**src/rtl/frog_render.sv**
```systemverilog
// frog_render: tile-based frog game renderer.
// Two-stage colour pipeline keyed off the VGA timing inputs, plus a small
// READY/COOLDOWN move controller that only updates the frog at frame starts.
module frog_render #(
    parameter int COOLDOWN_FRAMES = 8,
    parameter int START_COL       = 9
) (
    input  logic       clk,
    input  logic       rst,
    input  logic       h_sync_in,
    input  logic       v_sync_in,
    input  logic       video_on,
    input  logic [9:0] pixel_x,
    input  logic [9:0] pixel_y,
    input  logic       btn_up,
    input  logic       btn_down,
    input  logic       btn_left,
    input  logic       btn_right,
    output logic [2:0] vga_r,
    output logic [2:0] vga_g,
    output logic [2:0] vga_b,
    output logic       h_sync_out,
    output logic       v_sync_out,
    output logic [4:0] frog_col,
    output logic [3:0] frog_row,
    output logic       win_pulse
);

    localparam logic [4:0] START_COL_L = 5'(START_COL);
    localparam logic [3:0] START_ROW_L = 4'd14;
    localparam logic [3:0] CD_LOAD     = 4'(COOLDOWN_FRAMES);
    localparam logic [4:0] MAX_COL     = 5'd19;
    localparam logic [3:0] MAX_ROW     = 4'd14;

    // Pending-move direction encoding
    localparam logic [1:0] DIR_UP    = 2'd0;
    localparam logic [1:0] DIR_DOWN  = 2'd1;
    localparam logic [1:0] DIR_LEFT  = 2'd2;
    localparam logic [1:0] DIR_RIGHT = 2'd3;

    typedef enum logic {READY, COOLDOWN} state_t;

    // ---------------------------------------------------------------
    // Pipeline registers
    // ---------------------------------------------------------------
    logic       von1_q, hs1_q, vs1_q;
    logic [4:0] tcol1_q;
    logic [3:0] trow1_q;
    logic [2:0] r_q, g_q, b_q;
    logic       hs2_q, vs2_q;
    logic [2:0] r_d, g_d, b_d;

    // Low pixel bits only select a position inside a tile; bit 9 of the
    // row is never set in the visible area.
    logic unused_pix;
    assign unused_pix = ^{pixel_x[4:0], pixel_y[9], pixel_y[4:0]};

    // Stage 1: capture tile coordinates, blanking and syncs.
    always_ff @(posedge clk or posedge rst) begin
        if (rst) begin
            von1_q  <= 1'b0;
            hs1_q   <= 1'b0;
            vs1_q   <= 1'b0;
            tcol1_q <= '0;
            trow1_q <= '0;
        end else begin
            von1_q  <= video_on;
            hs1_q   <= h_sync_in;
            vs1_q   <= v_sync_in;
            tcol1_q <= pixel_x[9:5];
            trow1_q <= pixel_y[8:5];
        end
    end

    // ---------------------------------------------------------------
    // Game state
    // ---------------------------------------------------------------
    state_t     state_q, state_d;
    logic [3:0] cnt_q, cnt_d;
    logic       pend_v_q, pend_v_d;
    logic [1:0] pend_dir_q, pend_dir_d;
    logic [4:0] col_q, col_d;
    logic [3:0] row_q, row_d;
    logic       win_q, win_d;
    logic       up_q, down_q, left_q, right_q;

    // Colour lookup for the stage-1 tile against the live frog position.
    always_comb begin
        r_d = 3'd0;
        g_d = 3'd0;
        b_d = 3'd0;
        if (!von1_q) begin
            r_d = 3'd0;
        end else if (tcol1_q == col_q && trow1_q == row_q) begin
            g_d = 3'd7;
        end else if (trow1_q == 4'd0 || trow1_q == 4'd7 || trow1_q == 4'd14) begin
            g_d = 3'd4;
        end else if (trow1_q <= 4'd6) begin
            b_d = 3'd7;
        end else if (trow1_q <= 4'd13) begin
            r_d = 3'd2;
            g_d = 3'd2;
            b_d = 3'd2;
        end
    end

    // Stage 2: registered colour and aligned syncs.
    always_ff @(posedge clk or posedge rst) begin
        if (rst) begin
            r_q   <= '0;
            g_q   <= '0;
            b_q   <= '0;
            hs2_q <= 1'b0;
            vs2_q <= 1'b0;
        end else begin
            r_q   <= r_d;
            g_q   <= g_d;
            b_q   <= b_d;
            hs2_q <= hs1_q;
            vs2_q <= vs1_q;
        end
    end

    assign vga_r      = r_q;
    assign vga_g      = g_q;
    assign vga_b      = b_q;
    assign h_sync_out = hs2_q;
    assign v_sync_out = vs2_q;

    // Edge detection: buttons against their own registered copies, frame
    // start against the stage-1 copy of v_sync.
    logic e_up, e_down, e_left, e_right, any_edge, frame_start;
    assign e_up        = btn_up    & ~up_q;
    assign e_down      = btn_down  & ~down_q;
    assign e_left      = btn_left  & ~left_q;
    assign e_right     = btn_right & ~right_q;
    assign any_edge    = e_up | e_down | e_left | e_right;
    assign frame_start = v_sync_in & ~vs1_q;

    // Button history registers for edge detection.
    always_ff @(posedge clk or posedge rst) begin
        if (rst) begin
            up_q    <= 1'b0;
            down_q  <= 1'b0;
            left_q  <= 1'b0;
            right_q <= 1'b0;
        end else begin
            up_q    <= btn_up;
            down_q  <= btn_down;
            left_q  <= btn_left;
            right_q <= btn_right;
        end
    end

    // Next-state logic: home check first, then move apply, then cooldown
    // countdown, else latch a fresh press while idle.
    always_comb begin
        state_d    = state_q;
        cnt_d      = cnt_q;
        pend_v_d   = pend_v_q;
        pend_dir_d = pend_dir_q;
        col_d      = col_q;
        row_d      = row_q;
        win_d      = 1'b0;
        if (frame_start && row_q == 4'd0) begin
            col_d    = START_COL_L;
            row_d    = START_ROW_L;
            win_d    = 1'b1;
            pend_v_d = 1'b0;
            cnt_d    = '0;
            state_d  = READY;
        end else if (frame_start && state_q == READY && pend_v_q) begin
            unique case (pend_dir_q)
                DIR_UP:    if (row_q != 4'd0)  row_d = row_q - 4'd1;
                DIR_DOWN:  if (row_q != MAX_ROW) row_d = row_q + 4'd1;
                DIR_LEFT:  if (col_q != 5'd0)  col_d = col_q - 5'd1;
                DIR_RIGHT: if (col_q != MAX_COL) col_d = col_q + 5'd1;
                default:   ;
            endcase
            pend_v_d = 1'b0;
            cnt_d    = CD_LOAD;
            state_d  = COOLDOWN;
        end else if (frame_start && state_q == COOLDOWN) begin
            // Counter at 1 (or 0 defensively) reaches zero on this frame.
            if (cnt_q <= 4'd1) begin
                cnt_d   = '0;
                state_d = READY;
            end else begin
                cnt_d = cnt_q - 4'd1;
            end
        end else if (state_q == READY && !pend_v_q && any_edge) begin
            pend_v_d = 1'b1;
            if (e_up)        pend_dir_d = DIR_UP;
            else if (e_down) pend_dir_d = DIR_DOWN;
            else if (e_left) pend_dir_d = DIR_LEFT;
            else             pend_dir_d = DIR_RIGHT;
        end
    end

    // Game state registers.
    always_ff @(posedge clk or posedge rst) begin
        if (rst) begin
            state_q    <= READY;
            cnt_q      <= '0;
            pend_v_q   <= 1'b0;
            pend_dir_q <= DIR_UP;
            col_q      <= START_COL_L;
            row_q      <= START_ROW_L;
            win_q      <= 1'b0;
        end else begin
            state_q    <= state_d;
            cnt_q      <= cnt_d;
            pend_v_q   <= pend_v_d;
            pend_dir_q <= pend_dir_d;
            col_q      <= col_d;
            row_q      <= row_d;
            win_q      <= win_d;
        end
    end

    assign frog_col  = col_q;
    assign frog_row  = row_q;
    assign win_pulse = win_q;

endmodule

```
**config.mk**
```make
export PLATFORM = sky130hd
export DESIGN_NAME = frog_render
export DESIGN_NICKNAME = d
export VERILOG_FILES = /design/src/rtl/frog_render.sv
export SDC_FILE = /design/constraint.sdc
export NUM_CORES = 1
export LEC_CHECK = 0
export ABC_AREA = 1
export CAP_MARGIN = 20
export CORE_ASPECT_RATIO = 1.25
export CORE_MARGIN = 2
export CORE_UTILIZATION = 50
export DETAILED_ROUTE_END_ITERATION = 6
export PLACE_DENSITY = 0.76
export SYNTH_ARGS = -nofsm -noshare
export SYNTH_HDL_FRONTEND = slang
export SYNTH_SLANG_ARGS = --single-unit
```
**constraint.sdc**
```tcl
create_clock -name clk -period 1.95 [get_ports clk]
set_clock_uncertainty 0.1 [all_clocks]
set_input_delay 0.39 -clock clk [delete_from_list [all_inputs] [get_ports clk]]
set_output_delay 0.39 -clock clk [all_outputs]
set_load 0.02 [all_outputs]
```
Word-level counts from Yosys, hierarchy flattened:

Index checks and enable logic that the tools add are counted.

* bitwise gates (word level): 17
* multiplexer cells: 38
* magnitude comparators: 3
* equal/unequal tests: 14
* add/sub/neg operators: 5
* reduce and logical (&&, ||, !) cells: 26

Operators by type and width (count)
* $mux W4: 8
* $mux W3: 7
* $mux W5: 4
* $ne A3 B3 Y1 const B: 5
* $reduce_bool A3 Y1: 5
* $mux W2: 7
* $reduce_and A4 Y1: 3
* $mux W1: 10
* $pmux W5 S2: 1
* $not A1 Y1: 9
* $logic_not A4 Y1: 2
* $pmux W4 S2: 1
* $sub A4 B1 Y4 const B: 2
* $logic_and A1 B1 Y1: 7
* $add A5 B1 Y5 const B: 1
* $and A1 B1 Y1: 5
* $eq A5 B5 Y1: 1
* $ne A5 B5 Y1 const B: 1
* $reduce_bool A5 Y1: 1
* $sub A5 B1 Y5 const B: 1
* $add A4 B1 Y4 const B: 1
* $eq A2 B2 Y1 const B: 2
* $eq A4 B3 Y1 const B: 1
* $eq A4 B4 Y1: 1
* other kinds (13): 17

* word-level logic and storage cells: 124
* input bits: 29
* output and inout bits: 21
* flip-flop bits (word level): 45

Logic depth before layout (Yosys ltp):

* depth in word-level cells: 10
* depth in mapped cells: 10
* depth with buffers taken out: 10

Worst setup path before layout:

No wires, ideal clock.

* path type: register -> register
* from: register col_q[0] (netlist: frog_col[0])
* to: register col_q[4] (netlist: frog_col[4])
* path buffers: 0
* path slack: 0.180 ns
* required time: 1.779 ns
* stages on the path, launching flop included: 8
* arrival: 1.599 ns
* setup time: 0.071 ns
* clock period less this slack: 1.770 ns
* path through: dfstp_2 inv_1 fa_1 o21ai_0 nand2_1 nand3_1 nor2_1 nor2_1

* cells in the longest elaborated chain, start to end: 5
* elaborated cells between the ends (all ways): 12
* those cells by class: add/sub (2); eq/ne (3); mux (5); reduce/logical (2)

Ends and longest elaborated chain
* start, declared: line 82 `logic [4:0] col_q, col_d;`
* start signal, assigned: line 215 `col_q <= col_d;`
* $add A5 B1 Y5 / $sub A5 B1 Y5 (equally long branches): line 177, 176
* $mux W5 (on tied branches): line 177, 176
* $pmux W5 S2: line 173 `unique case (pend_dir_q)`
* $mux W5: line 172 `end else if (frame_start && state_q == READY && pend_v_q) begin`
* $mux W5: line 165 `if (frame_start && row_q == 4'd0) begin`

Parallel ways exist; a longest one is shown, timed or not. The select of a mux whose other input is x is not followed.
A chain may end at the register's enable or synchronous reset.

Worst setup path in the final report:

* from: register col_q[2] (netlist: frog_col[2])
* to: output frog_col[2]

RTL lines
* end, declared: line 24 `output logic [4:0] frog_col,`

No word-level cell between the ends.

==> results.py <==
metrics = {
    "finish": {
        "diodes": 0,
        "drive_gt1_frac": 0.140,
        "stdcell_area_mm2": 0.00274,
        "finalNetCount": 330,
        "area_delta_synth_final_pct": 27.1,
    },
    "die": {
        "die_h_um": 77.4,
        "rows": 26,
        "die_area_mm2": 0.00485,
        "core_mm2": 0.00410,
        "start_util": 0.525,
        "io_pins": 50,
        "die_w_um": 62.7,
    },
    "clock_tree": {
        "cts_root_buf": "clkbuf_8",
        "cts_hold_buf": 0,
        "ctsLongestPathBuffers": 2,
        "numCtsBuffers": 5,
        "clock_latency_ps": 290,
        "cts_tree": "yes",
        "cts_num_sinks": 42,
        "htree_levels": 2,
        "clk_pin_slew_ps": 80,
    },
    "synth": {
        "yosysWarnings": 0,
        "yosysSeqAreaShare": 0.491,
        "syn_area_per_cell_um2": 8.86,
        "synth-seq-cells": 42,
        "synth_area_mm2": 0.00215,
        "yosys.cell_types.count": 28,
        "syn_inst": 243,
    },
    "critical_path": {
        "arrival_ps": 1390,
        "reg2reg_slack_ps": 160,
        "cp.required_ps": 1460,
        "crit_path_max_incr_delay_ps": 640,
        "start_kind": "flop",
        "crit_slowest_cell": "clkdlybuf4s50_1",
        "critical_path_class": "reg2out",
        "worst_setup_path_end_kind": "output port",
        "worstPathCellList": "clkdlybuf4s50_1",
        "path_buf_inv": 1,
        "crit_fanout": 5,
        "critPathTopFamily": "buffers and inverters",
    },
    "timing": {
        "hold_viol": 0,
        "drv_slew": 0,
        "post-route-period-util": 0.966,
        "max_freq_ghz": 0.531,
        "setup_viol": 0,
        "tns_ps": 0,
        "rsz0062_at_grt": "no",
        "period_needed_ps": 1880,
    },
    "detailed_routing": {
        "avgRoutedWirePerCell_um": 11.4,
        "drt-initial-drc-count": 84,
        "antenna_left": 0,
        "drt_pass1_iterations": 4,
        "vias": 1748,
        "wl_um": 3980,
        "drcViolationCount": 0,
        "via_per_inst": 5.01,
    },
    "global_routing": {
        "grt_overflow_total": 0,
        "grt_pass1_wl_um": 7360,
        "grt_max_degree": 43,
        "grtUsageTotal": 0.189,
        "grt_pass1_vias": 1810,
        "antenna_found_initial": 0,
    },
    "min_path": {
        "min_path_type": "reg2reg",
    },
    "power_and_ir_drop": {
        "pwr_density_cell_mw_per_mm2": 1400,
        "p_leak_nw": 1.36,
        "vdd_drop_max_uv": 655,
    },
    "job": {
        "cap_violations": 0,
    },
    "placed_design": {
        "hpwl_um": 3050,
        "io_buffer_count": 36,
        "gp_congestion": 0.838,
        "placedInstanceArea_mm2": 0.00264,
    },
    "status": {
        "outcome": "finished clean",
    },
}
-- metrics by stage --
step            util  total power (W)  hold slack [ps]  worst slack [ps]  cells
2_1_floorplan      -          0.00270              231               180    244
3_3_place_gp   0.643          0.00324              234              66.4    341
3_5_place_dp   0.643          0.00329              241              14.8    341
4_1_cts        0.666          0.00385              259              3.82    349
5_1_grt        0.668          0.00421              285              5.97    349
6_report       0.668          0.00382              256              66.6    349
-- synth_stat cells --
cell | number | area, um2
a21oi_1 | 10 | 50.1
a21oi_4 | 1 | 16.3
buf_4 | 3 | 22.5
conb_1 | 1 | 3.75
dfrtp_1 | 37 | 926
dfstp_2 | 5 | 131
fa_1 | 2 | 40.0
ha_1 | 7 | 87.6
inv_1 | 27 | 101
inv_2 | 2 | 7.51
nand2_1 | 56 | 210
nand2_2 | 4 | 25.0
nand2_4 | 3 | 33.8
nand3_1 | 24 | 120
nand3_4 | 2 | 35.0
nand3b_1 | 2 | 15.0
nand4_1 | 3 | 18.8
nor2_1 | 21 | 78.8
nor2_2 | 2 | 12.5
nor2_4 | 3 | 33.8
nor3_1 | 1 | 5.00
o21ai_0 | 10 | 50.1
o21ai_1 | 2 | 10.0
o22ai_1 | 2 | 12.5
or2_1 | 1 | 6.26
or2_2 | 2 | 12.5
xnor2_1 | 9 | 78.8
xor2_1 | 1 | 8.76
-- logic make-up (layout without fill, tap and decap cells) --
| logic type | count (synthesis) | in the layout | synth area share |
|---|---|---|---|
| adders and majority gates | 9 | 9 | 0.0593 |
| other | 1 | 2 | 0.00174 |
| AOI/OAI and AO/OA | 25 | 25 | 0.0645 |
| and+or+nand+nor | 124 | 124 | 0.282 |
| buffers and inverters | 32 | 81 | 0.0610 |
| xor gates and xnor gates | 10 | 10 | 0.0407 |
| DFF | 42 | 42 | 0.491 |
-- metal layers --
metal	vias to the layer above	track usage	part of all wire
met4	0	0.0689	0.014
met1	836	0.204	0.42
met3	7	0.0478	0.033
li1	872	-	-
met5	-	0	0
met2	33	0.354	0.53
-- worst paths after layout --
path	start	end	cells past startpoint
max	frog_col[2]	frog_col[2]	1
min	hs1_q	h_sync_out	0
max reg2reg	frog_col[0]	frog_col[4]	7
min reg2reg	hs1_q	h_sync_out	0
max in group asynchronous	rst	frog_row[3]	3
min in group asynchronous	rst	tcol1_q[0]	3
-- cell usage in the layout (no fill, tap or decap), drive strengths merged --
| cell | count |
|---|---|
| ha | 7 |
| xor2 | 1 |
| dlymetal6s2s | 3 |
| conb | 2 |
| dlygate4sd2 | 3 |
| nand4 | 3 |
| or2 | 3 |
| nand3 | 26 |
| o21ai | 12 |
| nand2 | 63 |
| xnor2 | 9 |
| fa | 2 |
| dfstp | 5 |
| nor2 | 26 |
| buf | 8 |
| a21oi | 11 |
| clkinv | 1 |
| nor3 | 1 |
| clkbuf | 6 |
| o22ai | 2 |
| clkdlybuf4s50 | 30 |
| nand3b | 2 |
| dfrtp | 37 |
| clkinvlp | 1 |
| inv | 29 |
-- what timing repair did --
item,CTS,global route
resized for setup,3,5
buffers inserted,0,0
endpoints found under the setup margin,3,5
-- worst register-to-register path, stage by stage, from the launching register on --
cell	delay, ps
dfstp_2	590
inv_1	100
fa_1	470
o21ai_1	210
nand2_1	70
nand3_1	70
nor2_1	40
nor2_1	70
-- report_power, final --
group	switching (W)	internal [W]
clock	0.000286	0.000284
combinational	0.00110	0.000837
sequential	0.000211	0.00110
total	0.00159	0.00223
-- flip-flops by register name, indices dropped and copies added, names as in the netlist --
register,cells
v_sync_out,1
cnt_q,4
up_q,1
win_pulse,1
frog_row,4
hs1_q,1
right_q,1
trow1_q,4
state_q,1
von1_q,1
vga_g,3
vga_r,1
pend_dir_q,2
vga_b,2
pend_v_q,1
left_q,1
frog_col,5
h_sync_out,1
vs1_q,1
tcol1_q,5
down_q,1
-- final cells by class --
class	count	area [um2]
Fill cell	350	1360
Sequential cell	42	1060
Multi-Input combinational cell	170	968
Timing Repair Buffer	44	437
Inverter	29	109
Clock buffer	6	82.6
Tap cell	56	70.1
Clock inverter	2	12.5
No activity file was read; power rests on OpenSTA's default activity.
